--- src/rtl/mux8_pkg.sv ---
// Shared constants and FSM state encoding for the 8-channel round-robin mux sequencer.
package mux8_pkg;

  localparam int N_CH  = 8;
  localparam int SEL_W = 3;

  typedef enum logic [1:0] {
    IDLE    = 2'd0,
    CAPTURE = 2'd1,
    HOLD    = 2'd2
  } state_t;

endpackage

--- src/rtl/rr_pick8.sv ---
// Combinational round-robin picker: first asserted request scanning upward from last+1, wrapping 7->0.
module rr_pick8
  import mux8_pkg::*;
(
  input  logic [N_CH-1:0]  req,
  input  logic [SEL_W-1:0] last,
  output logic [SEL_W-1:0] winner,
  output logic             any
);

  logic             found;
  logic [SEL_W-1:0] idx;

  always_comb begin
    winner = last;
    any    = |req;
    found  = 1'b0;
    idx    = '0;
    // Offset 8 wraps back onto last itself, so the previous grant is checked last.
    for (int i = 1; i <= N_CH; i++) begin
      idx = last + SEL_W'(i);
      if (!found && req[idx]) begin
        winner = idx;
        found  = 1'b1;
      end
    end
  end

endmodule

--- src/rtl/mux8_rr_sequencer.sv ---
// Round-robin sequencer driving an external 8:1 mux select and capturing its output for a ready/valid sink.
// Optional build macro MUX8_RR_FAST_PATH_EN: re-arbitrate straight from HOLD on transfer (2 cycles/word).
module mux8_rr_sequencer
  import mux8_pkg::*;
#(
  parameter int BITS = 8
) (
  input  logic             clk,
  input  logic             rst,
  input  logic [N_CH-1:0]  req,
  output logic [SEL_W-1:0] select,
  input  logic [BITS-1:0]  mux_in,
  output logic [N_CH-1:0]  ack,
  output logic [BITS-1:0]  out_data,
  output logic             out_valid,
  input  logic             out_ready
);

  state_t           state, state_nx;
  logic [SEL_W-1:0] last, last_nx;
  logic [SEL_W-1:0] select_nx;
  logic [BITS-1:0]  data_nx;
  logic             valid_nx;
  logic [N_CH-1:0]  ack_nx;
  logic [SEL_W-1:0] winner;
  logic             any;

  rr_pick8 u_pick (
    .req    (req),
    .last   (last),
    .winner (winner),
    .any    (any)
  );

  always_ff @(posedge clk or negedge rst) begin
    if (!rst) begin
      state     <= IDLE;
      last      <= SEL_W'(N_CH - 1);
      select    <= '0;
      out_data  <= '0;
      out_valid <= 1'b0;
      ack       <= '0;
    end else begin
      state     <= state_nx;
      last      <= last_nx;
      select    <= select_nx;
      out_data  <= data_nx;
      out_valid <= valid_nx;
      ack       <= ack_nx;
    end
  end

  always_comb begin
    state_nx  = state;
    last_nx   = last;
    select_nx = select;
    data_nx   = out_data;
    valid_nx  = out_valid;
    ack_nx    = '0;
    case (state)
      IDLE: begin
        if (any) begin
          select_nx = winner;
          state_nx  = CAPTURE;
        end
      end
      CAPTURE: begin
        // Sources hold data until acked, so capture does not re-check req here.
        data_nx        = mux_in;
        valid_nx       = 1'b1;
        ack_nx[select] = 1'b1;
        last_nx        = select;
        state_nx       = HOLD;
      end
      HOLD: begin
        if (out_valid && out_ready) begin
          valid_nx = 1'b0;
          state_nx = IDLE;
`ifdef MUX8_RR_FAST_PATH_EN
          if (any) begin
            select_nx = winner;
            state_nx  = CAPTURE;
          end
`endif
        end
      end
      default: state_nx = IDLE;
    endcase
  end

endmodule

--- config.mk ---
export PLATFORM = sky130hd
export DESIGN_NAME = mux8_rr_sequencer
export DESIGN_NICKNAME = d
export VERILOG_FILES = /design/src/rtl/mux8_pkg.sv /design/src/rtl/rr_pick8.sv /design/src/rtl/mux8_rr_sequencer.sv
export SDC_FILE = /design/constraint.sdc
export NUM_CORES = 1
export LEC_CHECK = 0
export CORE_UTILIZATION = 45
export CTS_BUF_LIST = sky130_fd_sc_hd__clkbuf_4
export CTS_CLUSTER_SIZE = 14
export DETAILED_ROUTE_END_ITERATION = 8
export PLACE_DENSITY = 0.68
export SYNTH_ARGS = -nofsm -noshare
export SYNTH_HDL_FRONTEND = slang
export SYNTH_SLANG_ARGS = --single-unit
--- constraint.sdc ---
create_clock -name clk -period 5.05 [get_ports clk]
set_input_delay 1.515 -clock clk [delete_from_list [all_inputs] [get_ports clk]]
set_output_delay 1.515 -clock clk [all_outputs]
set_load 0.005 [all_outputs]
==> results.toml <==
[layout]
syn_to_final_growth_pct = 22.7
nFillCells = 355
layout-drive-gt1-share_pct = 13.1
register_area_um2 = 629
stdcell_count = 279
layout.nets = 251
multi_input_area_um2 = 1210
antenna_cells = 0

[clock_network]
root_buffer = "clkbuf_4"
post_cts_buffers = 0
cts_tree = "yes"
cts.repair.resized = 0
cts_sinks = 25
cts-htree-levels = 1
hold_buffers = 0
cts.clk_slew.worst_paths_ps = 140
clock_latency_ps = 330
cts_buffers = 3
clock_path_buffers = 2

[routing]
drcViolationCount = 0
vias = 1670
drt-total-wl_um = 4740
vias_per_cell = 5.99
drt_iter0_drc = 143
ant_nets = 0
wl_per_cell_um = 17.0
first_pass_iters = 4

[grt]
grt_max_degree = 26
grtUsageTotal_pct = 23.1
antenna_found_initial = 0
overflow = 0
grt_pass1_vias = 1560
grt_pass1_wl_um = 7740

[logic_synthesis]
yosysWarningCount = 0
synth_compound_area_share_pct = 14.1
synth-edff-count = 0
synth_top_family_by_area = "multiplexers"
synthFlopType = "dfrtp_1"
synth.mux.area_fraction_pct = 27.3
syn-num-nets = 216
synth_xor_area_share_pct = 2.22
syn_inst = 195
synth.cell_area_um2 = 1910
synth_fa_ha_area_share_pct = 1.31
synth-simple-area-share_pct = 18.5
ys_seq_area_share_pct = 32.9
syn_avg_cell_area_um2 = 9.82
ys_ff_latch = 25
async_flop_share_pct = 100
synth_cell_types = 54

[worst_setup_path]
r2r_cells = 10
crit_type = "input port to flip-flop"
r2r-end = "select[0]"
path_cells = "clkdlybuf4s50_1 -> mux2_1 -> mux4_2 -> or3b_1 -> or3_4 -> o21ai_2 -> xnor2_1 -> mux2_4"
cp_data_required_time_ps = 5280
crit_slowest_cell = "clkdlybuf4s50_1"
end_kind = "flip-flop"
cpPeakStageDelay_ps = 530
reg2reg_from = "last[0]"
critical_path_arrival_ps = 4330
start_kind = "input port"
r2r_slack_ps = 1190
crit_fanout = 8

[sta]
grt_setup_unrepaired = "false"
fmax_mhz = 244
final-setup-viol-count = 0
period_share_pct = 81.2
whs_ps = 491
worstMarginPinSlew_ps = 1080
clock_skew_ps = 6.88
maxSlewViolCount = 0
final.min_clock_period_ps = 4100
slew_headroom_pct = 27.4
hold_viol = 0
setup_tns_ps = 0

[power_and_ir_drop]
power_density_nw_per_um2 = 716
p_total_mw = 1.68
peakVddDrop_uv = 302
p_leak_nw = 0.945

[floorplanning]
fp.dieH_um = 67.2
rows = 23
initial_core_util_pct = 47.5
chipWidth_um = 67.2
num_io_pins = 39
dieArea_um2 = 4520
core-area_um2 = 4030

[worst_hold_path]
hp-start = "out_data[5]"
worstHoldEndpoint = "out_data[5]"
min_path_type = "flip-flop to flip-flop"
hold_path_depth = 2

[place]
place.port_buffers = 38
dp_hpwl_um = 3580
place_inst = 275
place_congestion = 0.944

[run]
max-cap-violations = 0

[status]
outcome = "complete, no violations"
[cells by family (layout without fill, tap and decap cells)]
| kind of cell | count (synthesis) | count (layout) |
|---|---|---|
| xor gates and xnor gates | 4 | 4 |
| adders and majority gates | 2 | 2 |
| buffers and inverters | 15 | 49 |
| muxes | 34 | 34 |
| and+or+nand+nor | 76 | 76 |
| DFF | 25 | 25 |
| AOI/OAI and AO/OA | 39 | 39 |
[power by group]
group | switching, mW | leakage, nW | internal [mW]
sequential | 0.138 | 0.311 | 0.291
combinational | 0.570 | 0.620 | 0.592
clock | 0.0626 | 0.0139 | 0.0304
[worst max-delay path: cells and delay by family]
family	cells	cell delay (ps)
mux	3	1180
compound gates	1	150
buf+inv	1	530
xor+xnor	1	70
simple gates	2	860
[routing by layer]
layer	track usage, %	up-vias	routed length, um
li1	-	799	-
met1	32.9	814	2110
met2	35.9	51	2360
met5	0	-	0
met4	7.98	0	58
met3	3.04	6	211
[how the worst max path moves through the flow]
stage            from   endpoint  cells past startpoint
5_1_grt        req[2]  select[0]                      8
4_1_cts        req[2]  select[0]                      8
3_5_place_dp   req[2]  select[0]                      8
3_3_place_gp   req[2]  select[0]                      8
6_report       req[2]  select[0]                      8
2_1_floorplan  req[4]  select[0]                      8
[sequential cells by signal, indices dropped and copies added (netlist names)]
register,flops
out_valid,1
state,2
select,3
ack,8
out_data,8
last,3
[cells in the final DEF (no fill, tap or decap), drive strengths merged, types with 2 or more instances in the layout]
master,instances
o21ai,9
nor2b,2
xor2,2
inv,4
a211oi,2
nor4,4
o22ai,2
o21a,2
o221ai,3
o211ai,4
mux2,10
or3,2
xnor2,2
clkbuf,3
nor3,5
nand2b,4
or2,2
ha,2
a211o,2
dfrtp,22
mux2i,11
dfstp,3
buf,2
clkdlybuf4s50,38
a21oi,6
nand2,40
mux4,13
nor2,11
[cell type report]
type | count | area share, %
multi-input combinational | 155 | 51.7
tap | 50 | 2.66
clock inverter | 1 | 0.319
inverter | 5 | 0.799
timing repair buffer | 40 | 16.8
sequential | 25 | 26.8
clock buffer | 3 | 0.958
[stage by stage]
step                      utilization, %  setup slack, ps  cell area [um^2]
after global placement              57.6              691              2320
after global routing                58.3              840              2350
final                               58.3              950              2350
after detailed placement            57.6              615              2320
after floorplan                        -             1280              1910
after CTS                           58.3              979              2350
[synthesized netlist by cell type (2+ instances only)]
master / instances / area share [%]
mux4_2: 12 / 14
o22ai_1: 2 / 0.65
inv_1: 4 / 0.78
nor3_1: 5 / 1.3
nand2b_1: 4 / 1.3
dfrtp_1: 22 / 29
buf_2: 3 / 0.78
ha_1: 2 / 1.3
nand2_1: 40 / 7.8
o21ai_0: 7 / 1.8
nor4_1: 4 / 1.3
o21a_1: 2 / 0.78
a211o_1: 2 / 0.92
nor2_1: 11 / 2.2
mux2i_1: 11 / 5.8
o221ai_1: 3 / 1.4
nor2b_1: 2 / 0.65
clkbuf_1: 4 / 0.78
dfstp_2: 3 / 4.1
mux2_2: 4 / 2.4
a21oi_1: 6 / 1.6
o211ai_1: 4 / 1.6
xor2_1: 2 / 0.92
a211oi_1: 2 / 0.78
mux2_1: 5 / 2.9
No activity file was read; power rests on OpenSTA's default activity.
